<file path="src/rtl/qubit_frame_collector_pkg.sv">
// Shared types and constants for the qubit frame collector.
// Build option: QFC_TRAILER_EN adds a popcount/parity trailer word to each frame.
package qubit_frame_collector_pkg;

    localparam logic [7:0] QFC_HDR_MAGIC = 8'hA5;
    localparam logic [7:0] QFC_TRL_MAGIC = 8'h5A;

    typedef enum logic [1:0] {
        IDLE = 2'd0,
        HDR  = 2'd1,
        DATA = 2'd2,
        TRL  = 2'd3
    } qfc_state_t;

    // Number of 32-bit data words needed to carry a frame bitmap.
    function automatic int qfc_nwords(input int num_qubits);
        return (num_qubits + 31) / 32;
    endfunction

endpackage

</file>
<file path="src/rtl/qubit_frame_collector_word_serializer.sv">
// Shadow frame register plus output word FSM.
// A completed bitmap is accepted into the shadow when it is empty, or when the
// last word of the previous frame is handed off on the same cycle. The shadow
// is then sent as a header word followed by the bitmap data words.
// Valid/ready: a word moves when o_valid && i_ready; while valid is high and
// ready is low, data/last hold steady and valid stays up until the transfer.
// Build option: QFC_TRAILER_EN appends a trailer word (popcount, parity) and moves last to it.
module qfc_word_serializer
    import qubit_frame_collector_pkg::*;
#(
    parameter int NUM_QUBITS = 100,
    parameter int WORD_W     = 32,
    parameter int SEQ_W      = 16
) (
    input  logic                  clk,
    input  logic                  rst_n,
    input  logic                  i_load,
    input  logic [NUM_QUBITS-1:0] i_frame,
    input  logic                  i_ready,
    output logic                  o_accept,
    output logic [WORD_W-1:0]     o_data,
    output logic                  o_valid,
    output logic                  o_last,
    output logic [SEQ_W-1:0]      o_seq
);

    localparam int         NWORDS   = qfc_nwords(NUM_QUBITS);
    localparam int         SHADOW_W = NWORDS * WORD_W;
    localparam logic [2:0] LAST_IDX = 3'(NWORDS - 1);
    localparam logic [7:0] NQ_BYTE  = 8'(NUM_QUBITS);

    qfc_state_t          state_q, state_d;
    logic [2:0]          idx_q, idx_d;
    logic [SHADOW_W-1:0] shadow_q, shadow_d;
    logic                full_q, full_d;
    logic [SEQ_W-1:0]    hdr_seq_q, hdr_seq_d;
    logic [SEQ_W-1:0]    seq_q, seq_d;
    logic                valid_q, valid_d;
    logic [WORD_W-1:0]   data_q, data_d;
    logic                last_q, last_d;
    logic                xfer, last_xfer, accept;
`ifdef QFC_TRAILER_EN
    logic [7:0]          pop_q, pop_d;
    logic                par_q, par_d;
`endif

    // Next-state: handshake advance, shadow load, and registered word decode.
    always_comb begin
        xfer      = valid_q && i_ready;
        last_xfer = xfer && last_q;
        accept    = i_load && (!full_q || last_xfer);

        state_d   = state_q;
        idx_d     = idx_q;
        shadow_d  = shadow_q;
        full_d    = full_q;
        hdr_seq_d = hdr_seq_q;
        seq_d     = seq_q;
`ifdef QFC_TRAILER_EN
        pop_d     = pop_q;
        par_d     = par_q;
`endif

        if (xfer) begin
            case (state_q)
                HDR: begin
                    state_d = DATA;
                    idx_d   = 3'd0;
                end
                DATA: begin
                    if (idx_q == LAST_IDX) begin
`ifdef QFC_TRAILER_EN
                        state_d = TRL;
`else
                        state_d = IDLE;
                        full_d  = 1'b0;
`endif
                    end else begin
                        idx_d = idx_q + 3'd1;
                    end
                end
                TRL: begin
                    state_d = IDLE;
                    full_d  = 1'b0;
                end
                default: ;
            endcase
        end

        // A load may coincide with the final handshake; it overrides the return to IDLE.
        if (accept) begin
            full_d                   = 1'b1;
            shadow_d                 = '0;
            shadow_d[NUM_QUBITS-1:0] = i_frame;
            hdr_seq_d                = seq_q;
            seq_d                    = seq_q + 1'b1;
            state_d                  = HDR;
`ifdef QFC_TRAILER_EN
            pop_d = 8'd0;
            for (int i = 0; i < NUM_QUBITS; i++) begin
                pop_d = pop_d + {7'd0, i_frame[i]};
            end
            par_d = ^i_frame;
`endif
        end

        valid_d = (state_d != IDLE);
        data_d  = '0;
        last_d  = 1'b0;
        case (state_d)
            HDR: data_d = {QFC_HDR_MAGIC, NQ_BYTE, 16'(hdr_seq_d)};
            DATA: begin
                for (int w = 0; w < NWORDS; w++) begin
                    if (idx_d == 3'(w)) begin
                        data_d = shadow_d[w*WORD_W +: WORD_W];
                    end
                end
`ifndef QFC_TRAILER_EN
                last_d = (idx_d == LAST_IDX);
`endif
            end
`ifdef QFC_TRAILER_EN
            TRL: begin
                data_d = {QFC_TRL_MAGIC, 7'd0, par_d, 8'd0, pop_d};
                last_d = 1'b1;
            end
`endif
            default: ;
        endcase
    end

    // Output FSM and shadow registers.
    always_ff @(posedge clk or negedge rst_n) begin
        if (!rst_n) begin
            state_q   <= IDLE;
            idx_q     <= 3'd0;
            shadow_q  <= '0;
            full_q    <= 1'b0;
            hdr_seq_q <= '0;
            seq_q     <= '0;
            valid_q   <= 1'b0;
            data_q    <= '0;
            last_q    <= 1'b0;
`ifdef QFC_TRAILER_EN
            pop_q     <= 8'd0;
            par_q     <= 1'b0;
`endif
        end else begin
            state_q   <= state_d;
            idx_q     <= idx_d;
            shadow_q  <= shadow_d;
            full_q    <= full_d;
            hdr_seq_q <= hdr_seq_d;
            seq_q     <= seq_d;
            valid_q   <= valid_d;
            data_q    <= data_d;
            last_q    <= last_d;
`ifdef QFC_TRAILER_EN
            pop_q     <= pop_d;
            par_q     <= par_d;
`endif
        end
    end

    assign o_accept = accept;
    assign o_data   = data_q;
    assign o_valid  = valid_q;
    assign o_last   = last_q;
    assign o_seq    = seq_q;

endmodule

</file>
<file path="src/rtl/qubit_frame_collector.sv">
// Collects 4-qubit decision groups into a NUM_QUBITS-bit frame bitmap, flags
// duplicate and malformed groups, and hands completed frames to the word
// serializer. A frame that completes while the shadow is busy is dropped.
// Build option: QFC_TRAILER_EN (trailer word, handled in the serializer).
module qubit_frame_collector
    import qubit_frame_collector_pkg::*;
#(
    parameter int NUM_QUBITS = 100,
    parameter int WORD_W     = 32,
    parameter int SEQ_W      = 16
) (
    input  logic              i_clk,
    input  logic              i_rst_n,
    input  logic [3:0]        i_qubit_state,
    input  logic [6:0]        i_qubit_base_id,
    input  logic              i_qubit_valid,
    output logic [31:0]       o_word_data,
    output logic              o_word_valid,
    input  logic              i_word_ready,
    output logic              o_word_last,
    output logic [SEQ_W-1:0]  o_frame_seq,
    output logic              o_overrun,
    output logic              o_dup_err,
    output logic              o_bad_id
);

    localparam int         NUM_GROUPS = NUM_QUBITS / 4;
    localparam logic [7:0] NQ_BYTE    = 8'(NUM_QUBITS);

    logic [NUM_QUBITS-1:0] bitmap_q, bitmap_d, bitmap_nx;
    logic [NUM_GROUPS-1:0] mask_q, mask_d, mask_nx;
    logic                  dup_q, dup_d;
    logic                  bad_q, bad_d;
    logic                  overrun_q, overrun_d;
    logic                  id_ok, acc, complete, ser_accept;

    // Group accept/duplicate decode; a completing frame clears the collection.
    always_comb begin
        id_ok     = (i_qubit_base_id[1:0] == 2'b00) && ({1'b0, i_qubit_base_id} < NQ_BYTE);
        bitmap_nx = bitmap_q;
        mask_nx   = mask_q;
        acc       = 1'b0;
        dup_d     = 1'b0;
        if (i_qubit_valid && id_ok) begin
            for (int g = 0; g < NUM_GROUPS; g++) begin
                if (i_qubit_base_id[6:2] == 5'(g)) begin
                    if (mask_q[g]) begin
                        dup_d = 1'b1;
                    end else begin
                        acc              = 1'b1;
                        mask_nx[g]       = 1'b1;
                        bitmap_nx[g*4 +: 4] = i_qubit_state;
                    end
                end
            end
        end
        complete = acc && (&mask_nx);
        bitmap_d = complete ? '0 : bitmap_nx;
        mask_d   = complete ? '0 : mask_nx;
        bad_d    = i_qubit_valid && !id_ok;
    end

    // A completed frame the serializer cannot take is an overrun.
    always_comb begin
        overrun_d = complete && !ser_accept;
    end

    // Collection state and error pulse registers.
    always_ff @(posedge i_clk or negedge i_rst_n) begin
        if (!i_rst_n) begin
            bitmap_q  <= '0;
            mask_q    <= '0;
            dup_q     <= 1'b0;
            bad_q     <= 1'b0;
            overrun_q <= 1'b0;
        end else begin
            bitmap_q  <= bitmap_d;
            mask_q    <= mask_d;
            dup_q     <= dup_d;
            bad_q     <= bad_d;
            overrun_q <= overrun_d;
        end
    end

    qfc_word_serializer #(
        .NUM_QUBITS (NUM_QUBITS),
        .WORD_W     (WORD_W),
        .SEQ_W      (SEQ_W)
    ) u_serializer (
        .clk      (i_clk),
        .rst_n    (i_rst_n),
        .i_load   (complete),
        .i_frame  (bitmap_nx),
        .i_ready  (i_word_ready),
        .o_accept (ser_accept),
        .o_data   (o_word_data),
        .o_valid  (o_word_valid),
        .o_last   (o_word_last),
        .o_seq    (o_frame_seq)
    );

    assign o_overrun = overrun_q;
    assign o_dup_err = dup_q;
    assign o_bad_id  = bad_q;

endmodule

</file>
<file path="config.mk">
export PLATFORM = sky130hd
export DESIGN_NAME = qubit_frame_collector
export DESIGN_NICKNAME = d
export VERILOG_FILES = /design/src/rtl/qubit_frame_collector_pkg.sv /design/src/rtl/qubit_frame_collector_word_serializer.sv /design/src/rtl/qubit_frame_collector.sv
export SDC_FILE = /design/constraint.sdc
export NUM_CORES = 1
export LEC_CHECK = 0
export CAP_MARGIN = 10
export CORE_UTILIZATION = 61
export DETAILED_ROUTE_END_ITERATION = 8
export GPL_ROUTABILITY_DRIVEN = 1
export HOLD_SLACK_MARGIN = 0.12
export PLACE_DENSITY = 0.85
export SLEW_MARGIN = 20
export SYNTH_ARGS = -nofsm -noshare
export SYNTH_HDL_FRONTEND = slang
export SYNTH_HIERARCHICAL = 1
export SYNTH_SLANG_ARGS = --single-unit
</file>
<file path="constraint.sdc">
create_clock -name i_clk -period 6.1 [get_ports i_clk]
set_input_delay 1.22 -clock i_clk [delete_from_list [all_inputs] [get_ports i_clk]]
set_output_delay 1.22 -clock i_clk [all_outputs]
set_load 0.01 [all_outputs]
</file>
Word level (Yosys, flattened, before mapping)
Cells that the tools add are included.
{ "word_totals": {"register_bits": 328, "in_bits": 15, "out_inout_bits": 53, "word_cells": 300} }
{ "op_classes": {"n_addsub": 2, "n_lt_le_gt_ge": 1, "eq_ne": 34, "mux": 229, "reduce_logical": 20} }
{ "ops": {"columns": ["cell", "count"], "rows": [
  ["two-way mux 100 bit", 2],
  ["two-way mux 4 bit", 50],
  ["two-way mux 1 bit", 160],
  ["two-way mux 128 bit", 1],
  ["two-way mux 32 bit", 4],
  ["case mux 32 bit (2 select lines)", 1],
  ["two-way mux 25 bit", 2],
  ["equality test 5 bit (second input constant)", 9],
  ["equality test 5 x 4 -> 1 bit (second input constant)", 8],
  ["AND reduction 25 bit", 1],
  ["equality test 5 x 3 -> 1 bit (second input constant)", 4],
  ["adder 16 x 1 -> 16 bit (second input constant)", 1],
  ["two-way mux 16 bit", 1],
  ["equality test 5 x 2 -> 1 bit (second input constant)", 2],
  ["equality test 3 x 2 -> 1 bit (second input constant)", 3],
  ["logical AND 1 bit", 8],
  ["less-than comparator 7 bit (second input constant)", 1],
  ["equality test 2 bit (second input constant)", 3],
  ["two-way mux 2 bit", 3],
  ["two-way mux 3 bit", 2],
  ["case mux 2 bit (3 select lines)", 1],
  ["case mux 3 bit (2 select lines)", 1],
  ["equality test 5 x 1 -> 1 bit (second input constant)", 1],
  ["zero test 5 bit", 1],
  ["other kinds (12)", 16]
]} }

Logic depth before layout (Yosys ltp)
{ "depth": {"depth_word": 75, "depth_mapped": 20, "mapped_depth_nobuf": 12} }

Modules after synthesis
Netlist, hierarchy kept.
{ "modules_own_cells": {"columns": ["module", "instances", "cells_each", "area_per_inst_um2", "seq_area_each_um2"], "rows": [
  ["qfc_word_serializer", 1, 845, 8433.1, 5004.8],
  ["qubit_frame_collector", 1, 719, 6563.8, 3203.1]
]} }

Worst setup path after synthesis
OpenSTA, ideal clock, no wires.
{ "synth_path": {"kind": "input to register", "startpoint": "in i_qubit_base_id[6]", "endpoint": "reg u_serializer.data_q[0] (netlist: u_serializer/o_data[0])", "setup_ps": 76, "arrival_ps": 5894, "t_required_ps": 6024, "slack_ps": 129, "stages": 20, "n_path_buf": 9, "cell_sequence": "buf_2 -> or4b_1 -> clkbuf_1 -> o41ai_1 -> a21oi_1 -> or4_1 -> a2111oi_4 -> clkbuf_1 -> o21ai_1 -> buf_2 -> buf_4 -> buf_2 -> buf_2 -> and2_1 -> ha_1 -> clkbuf_1 -> and2_1 -> clkbuf_1 -> o221ai_1 -> o21ai_1"} }
{ "synth_via": {"elab_chain_cells": 74, "elab_cells_between_ends": 137, "classes_between": "order compare: 1; eq/ne: 26; mux: 104; reduce/logical: 6"} }
{ "synth_rtl": {"columns": ["element", "line_no", "text"], "rows": [
  ["start: declaration", "qubit_frame_collector.sv:15", "input logic [6:0] i_qubit_base_id,"],
  ["zero test 5 bit", "qubit_frame_collector.sv:46", "if (i_qubit_base_id[6:2] == 5'(g)) begin"],
  ["two-way mux 1 bit", "qubit_frame_collector.sv:46", null],
  ["two-way mux 1 bit", "qubit_frame_collector.sv:44", "if (i_qubit_valid && id_ok) begin"],
  ["two-way mux 1 bit", "qubit_frame_collector.sv:47", "if (mask_q[g]) begin"],
  ["two-way mux 1 bit", "qubit_frame_collector.sv:46", null],
  ["two-way mux 1 bit", "qubit_frame_collector.sv:44", null],
  ["two-way mux 1 bit", "qubit_frame_collector.sv:47", null],
  ["two-way mux 1 bit", "qubit_frame_collector.sv:46", null],
  ["(+57 left out)", null, null],
  ["two-way mux 1 bit", "qubit_frame_collector.sv:44", null],
  ["logical AND 1 bit *", "qubit_frame_collector.sv:57", "complete = acc && (&mask_nx);"],
  ["net complete", "qubit_frame_collector.sv:35", "logic id_ok, acc, complete, ser_accept;"],
  ["logical AND 1 bit *", "qubit_frame_collector_word_serializer.sv:51", "accept = i_load && (!full_q || last_xfer);"],
  ["two-way mux 128 bit", "qubit_frame_collector_word_serializer.sv:91", "if (accept) begin"],
  ["two-way mux 32 bit (4 in series)", "qubit_frame_collector_word_serializer.sv:114", "if (idx_d == 3'(w)) begin"],
  ["case mux 32 bit (2 select lines) *", "qubit_frame_collector_word_serializer.sv:110", "case (state_d)"],
  ["net u_serializer.data_d[0]", "qubit_frame_collector_word_serializer.sv:39", "logic [WORD_W-1:0] data_q, data_d;"],
  ["end signal: assignment", "qubit_frame_collector_word_serializer.sv:156", "data_q <= data_d;"],
  ["end: declaration", "qubit_frame_collector_word_serializer.sv:39", null]
]} }
Mark *: on every way through the listed nets, which the timed path passes. The rest lies on a longest branch. The select of a mux whose other input is x is not followed.
A chain may end at the register's enable or synchronous reset.

Final worst setup path
{ "layout_path": {"startpoint": "in i_qubit_base_id[4]", "endpoint": "reg u_serializer.data_q[26] (netlist: u_serializer/o_data[26])"} }
{ "layout_via": {"elab_chain_cells": 74, "elab_cells_between_ends": 135, "classes_between": "order compare: 1; eq/ne: 26; mux: 102; reduce/logical: 6"} }
{ "layout_rtl": {"columns": ["element", "line_no"], "rows": [
  ["zero test 5 bit", "qubit_frame_collector.sv:46"],
  ["two-way mux 1 bit", "qubit_frame_collector.sv:46"],
  ["two-way mux 1 bit", "qubit_frame_collector.sv:44"],
  ["two-way mux 1 bit", "qubit_frame_collector.sv:47"],
  ["two-way mux 1 bit", "qubit_frame_collector.sv:46"],
  ["two-way mux 1 bit", "qubit_frame_collector.sv:44"],
  ["two-way mux 1 bit", "qubit_frame_collector.sv:47"],
  ["two-way mux 1 bit", "qubit_frame_collector.sv:46"],
  ["(+56 left out)", null],
  ["two-way mux 1 bit", "qubit_frame_collector.sv:46"],
  ["two-way mux 1 bit", "qubit_frame_collector.sv:44"],
  ["logical AND 1 bit", "qubit_frame_collector.sv:57"],
  ["logical AND 1 bit", "qubit_frame_collector_word_serializer.sv:51"],
  ["two-way mux 128 bit", "qubit_frame_collector_word_serializer.sv:91"],
  ["two-way mux 32 bit (4 in series)", "qubit_frame_collector_word_serializer.sv:114"],
  ["case mux 32 bit (2 select lines) *", "qubit_frame_collector_word_serializer.sv:110"],
  ["net u_serializer.data_d[26]", "qubit_frame_collector_word_serializer.sv:39"]
]} }
Marks and branches as above.

==> flow_metrics.py <==
metrics = {
    "worst_setup_path": {
        "critical_path_required_ns": 6.54,
        "slowest_stage": "a2111oi_4",
        "path_class": "input pin to register",
        "crit_chain": "clkdlybuf4s50_1 -> nor2b_1 -> a31oi_1 -> or4_1 -> or4_1 -> a2111oi_4 -> o21ai_4 -> and2_1 -> ha_1 -> and2_1 -> o221ai_1 -> o21ai_1",
        "cp_slowest_stage_delay_ns": 0.62,
        "end_kind": "register",
        "critical_path.max_fanout": 31,
        "cp.arrival_ns": 6.13,
        "r2r_start": "mask_q[20]",
        "cpLargestDelayFamily": "simple AND/OR/NAND/NOR gates",
        "crit_start": "i_qubit_base_id[4]",
        "r2r_setup_slack_ns": 1.64,
        "path_buf_inv": 1,
        "critPathLaunchType": "input pin",
    },
    "sta": {
        "fin_tns_setup_ns": 0,
        "hold_violations": 0,
        "max_freq_mhz": 176,
        "finalMaxSlewViolations": 0,
        "setup_viol": 0,
        "relSlewSlack": 0.229,
        "fin_ws_ns": 0.410,
        "fin_worst_skew_ns": 0.0208,
        "fin_crit_sh": 0.933,
        "rsz0062_at_grt": "false",
        "worst_pin_slew_ns": 1.16,
        "whs_ns": 0.475,
        "fin_crit_ns": 5.69,
    },
    "detailed_routing": {
        "routed_wl_mm": 39.1,
        "vias": 11700,
        "drc": 0,
        "ant_nets": 0,
        "routedWlPerCell_um": 20.2,
        "viasPerCell": 6.07,
        "first_pass_iters": 5,
        "drt_iter0_drc": 1397,
    },
    "floorplan": {
        "core_area_um2": 24200,
        "die_h_um": 159,
        "fp-row-count": 57,
        "die_area_um2": 25200,
        "io_pins": 68,
        "start_util": 0.618,
        "die_w_um": 159,
    },
    "synth": {
        "synth_flop_cell": "dfrtp_1",
        "syn_nets": 1587,
        "synthArstFlopShare": 1.00,
        "ys_types": 72,
        "ys_ff_latch": 328,
        "avgSynthCellArea_um2": 9.59,
        "synthCells": 1564,
        "synth-edff-count": 0,
        "synth_area_um2": 15000,
        "yosys_warnings": 6,
        "ys_seq_area_frac": 0.547,
    },
    "clock_network": {
        "cts_hold_buffers": 0,
        "post_cts_buffers": 0,
        "clock-sinks": 328,
        "cts_root_buf": "clkbuf_16",
        "htreeDepth": 2,
        "cts_tree": "done",
        "path_clk_slew_ns": 0.06,
        "worstSkewPairLatency_ns": 0.53,
        "clockBufferDepth": 3,
        "cts-resized-gates": 0,
        "cts_buffers": 34,
    },
    "layout": {
        "fillers": 1745,
        "regArea_um2": 8210,
        "antenna-diode-count": 0,
        "final_common_cell": "nand2_1",
        "areaGrowthSynthToFinish_pct": 13.1,
        "multi_input_area_um2": 5840,
        "drive_gt1_frac": 0.0895,
        "fin_nets": 1612,
        "layout_common_cells": "nand2_1, dfrtp_1, nor2_1, inv_1, mux2i_1",
    },
    "placement": {
        "hpwl_mm": 24.4,
        "dp_slack_ns": 0.0419,
        "gp_congestion": 0.946,
        "io_buffers": 67,
    },
    "grt": {
        "grt.total_usage": 0.318,
        "grt_overflow": 0,
        "grt_pass1_vias": 11800,
        "grt_pass1_wl_mm": 63.5,
        "grt_max_degree": 117,
        "antenna_found_initial": 0,
    },
    "worst_hold_path": {
        "min-delay-start": "u_serializer/shadow_q[75]",
        "hold_path.class": "register to register",
    },
    "power_and_ir_drop": {
        "p_per_area_nw_per_um2": 273,
        "leakagePower_uw": 0.00923,
        "ir_drop_mv": 0.221,
    },
    "run": {
        "cap_violations": 0,
    },
    "outcome": {
        "run_status": "completed",
    },
}
[routing by layer]
metal  vias to the layer above  share of wire  global-route usage
li1                       5195              -                   -
met1                      5786           0.41               0.443
met2                       629           0.47               0.494
met3                       114          0.084              0.0533
met4                         0          0.034               0.137
met5                         -              0                   0
[flip-flops by register name, indices dropped and copies added (netlist names)]
name	count
u_serializer/idx_q	3
u_serializer/o_valid	1
o_overrun	1
o_bad_id	1
mask_q	25
bitmap_q	100
u_serializer/hdr_seq_q	16
u_serializer/full_q	1
u_serializer/state_q	2
u_serializer/o_seq	16
u_serializer/shadow_q	128
o_dup_err	1
u_serializer/o_last	1
u_serializer/o_data	32
[worst register-to-register path, cell delays in order (launching register included)]
cell,delay (ns)
dfrtp_1,0.47
a31oi_1,0.10
or4_1,0.57
or4_1,0.59
a2111oi_4,0.62
o21ai_4,0.35
and2_1,0.29
ha_1,0.40
and2_1,0.49
o221ai_1,0.27
o21ai_1,0.24
[worst paths after layout]
check / end / depth (start not counted)
max: u_serializer/o_data[26] / 12
min: u_serializer/shadow_q[75] / 2
max reg2reg: u_serializer/o_data[26] / 10
min reg2reg: u_serializer/shadow_q[75] / 2
max in group asynchronous: u_serializer/shadow_q[21] / 2
min in group asynchronous: o_bad_id / 1
[stage by stage]
step           area, µm²  power (µW)  instances  utilization
2_1_floorplan      15000        2480       1564            -
3_3_place_gp       15900        2600       1877        0.654
3_5_place_dp       15800        2610       1877        0.653
4_1_cts            17000        4650       1933        0.700
5_1_grt            17000        4790       1933        0.700
6_report           17000        4640       1933        0.700
[area by class of cell]
cell class | instances | area share
multi-input cells | 1013 | 0.344
clock inverters | 10 | 0.00723
clock buffers | 46 | 0.0587
repair buffers | 108 | 0.0592
well taps | 324 | 0.0239
flip-flops and latches | 328 | 0.484
inverters | 104 | 0.0231
[power by group]
part           leakage [µW]  switching (µW)  internal, µW
sequential          0.00452            52.9          2250
combinational       0.00416             178          97.5
clock              0.000556             865          1190
[synth_stat cells, types with 4 or more instances]
library cell,number,area share
a31oi_1,13,0.0054
o21ai_0,17,0.0057
nor3_1,7,0.0023
nand3b_1,11,0.0055
mux2i_1,96,0.064
o22ai_1,13,0.0054
nand2_1,375,0.094
nor2b_1,12,0.0050
buf_6,8,0.0060
a221oi_1,24,0.014
buf_2,30,0.010
nand3_1,33,0.011
or4_1,8,0.0040
clkbuf_1,65,0.016
dfrtp_1,328,0.55
o21ai_1,13,0.0043
inv_1,103,0.026
and2_1,32,0.013
and3_1,5,0.0021
o221ai_1,12,0.0070
nor4_1,6,0.0025
a22oi_1,6,0.0030
nand2b_1,4,0.0017
nor2_1,152,0.038
or3_1,10,0.0042
nor3b_1,5,0.0025
nand4_1,11,0.0046
a21oi_1,32,0.011
a221oi_2,5,0.0050
o31ai_1,14,0.0070
ha_1,8,0.0067
xnor2_1,12,0.0070
and2_2,4,0.0020
buf_1,9,0.0023
mux2_2,21,0.016
[logic make-up after synthesis]
family | after synthesis | synth area share
and+or+nand+nor | 692 | 0.203
DFF | 328 | 0.547
buffers and inverters | 223 | 0.0647
adders and majority gates | 8 | 0.00667
AOI/OAI and AO/OA | 180 | 0.0879
muxes | 118 | 0.0813
xor gates and xnor gates | 15 | 0.00876
Note: power is estimated with default switching activity, not from simulation.
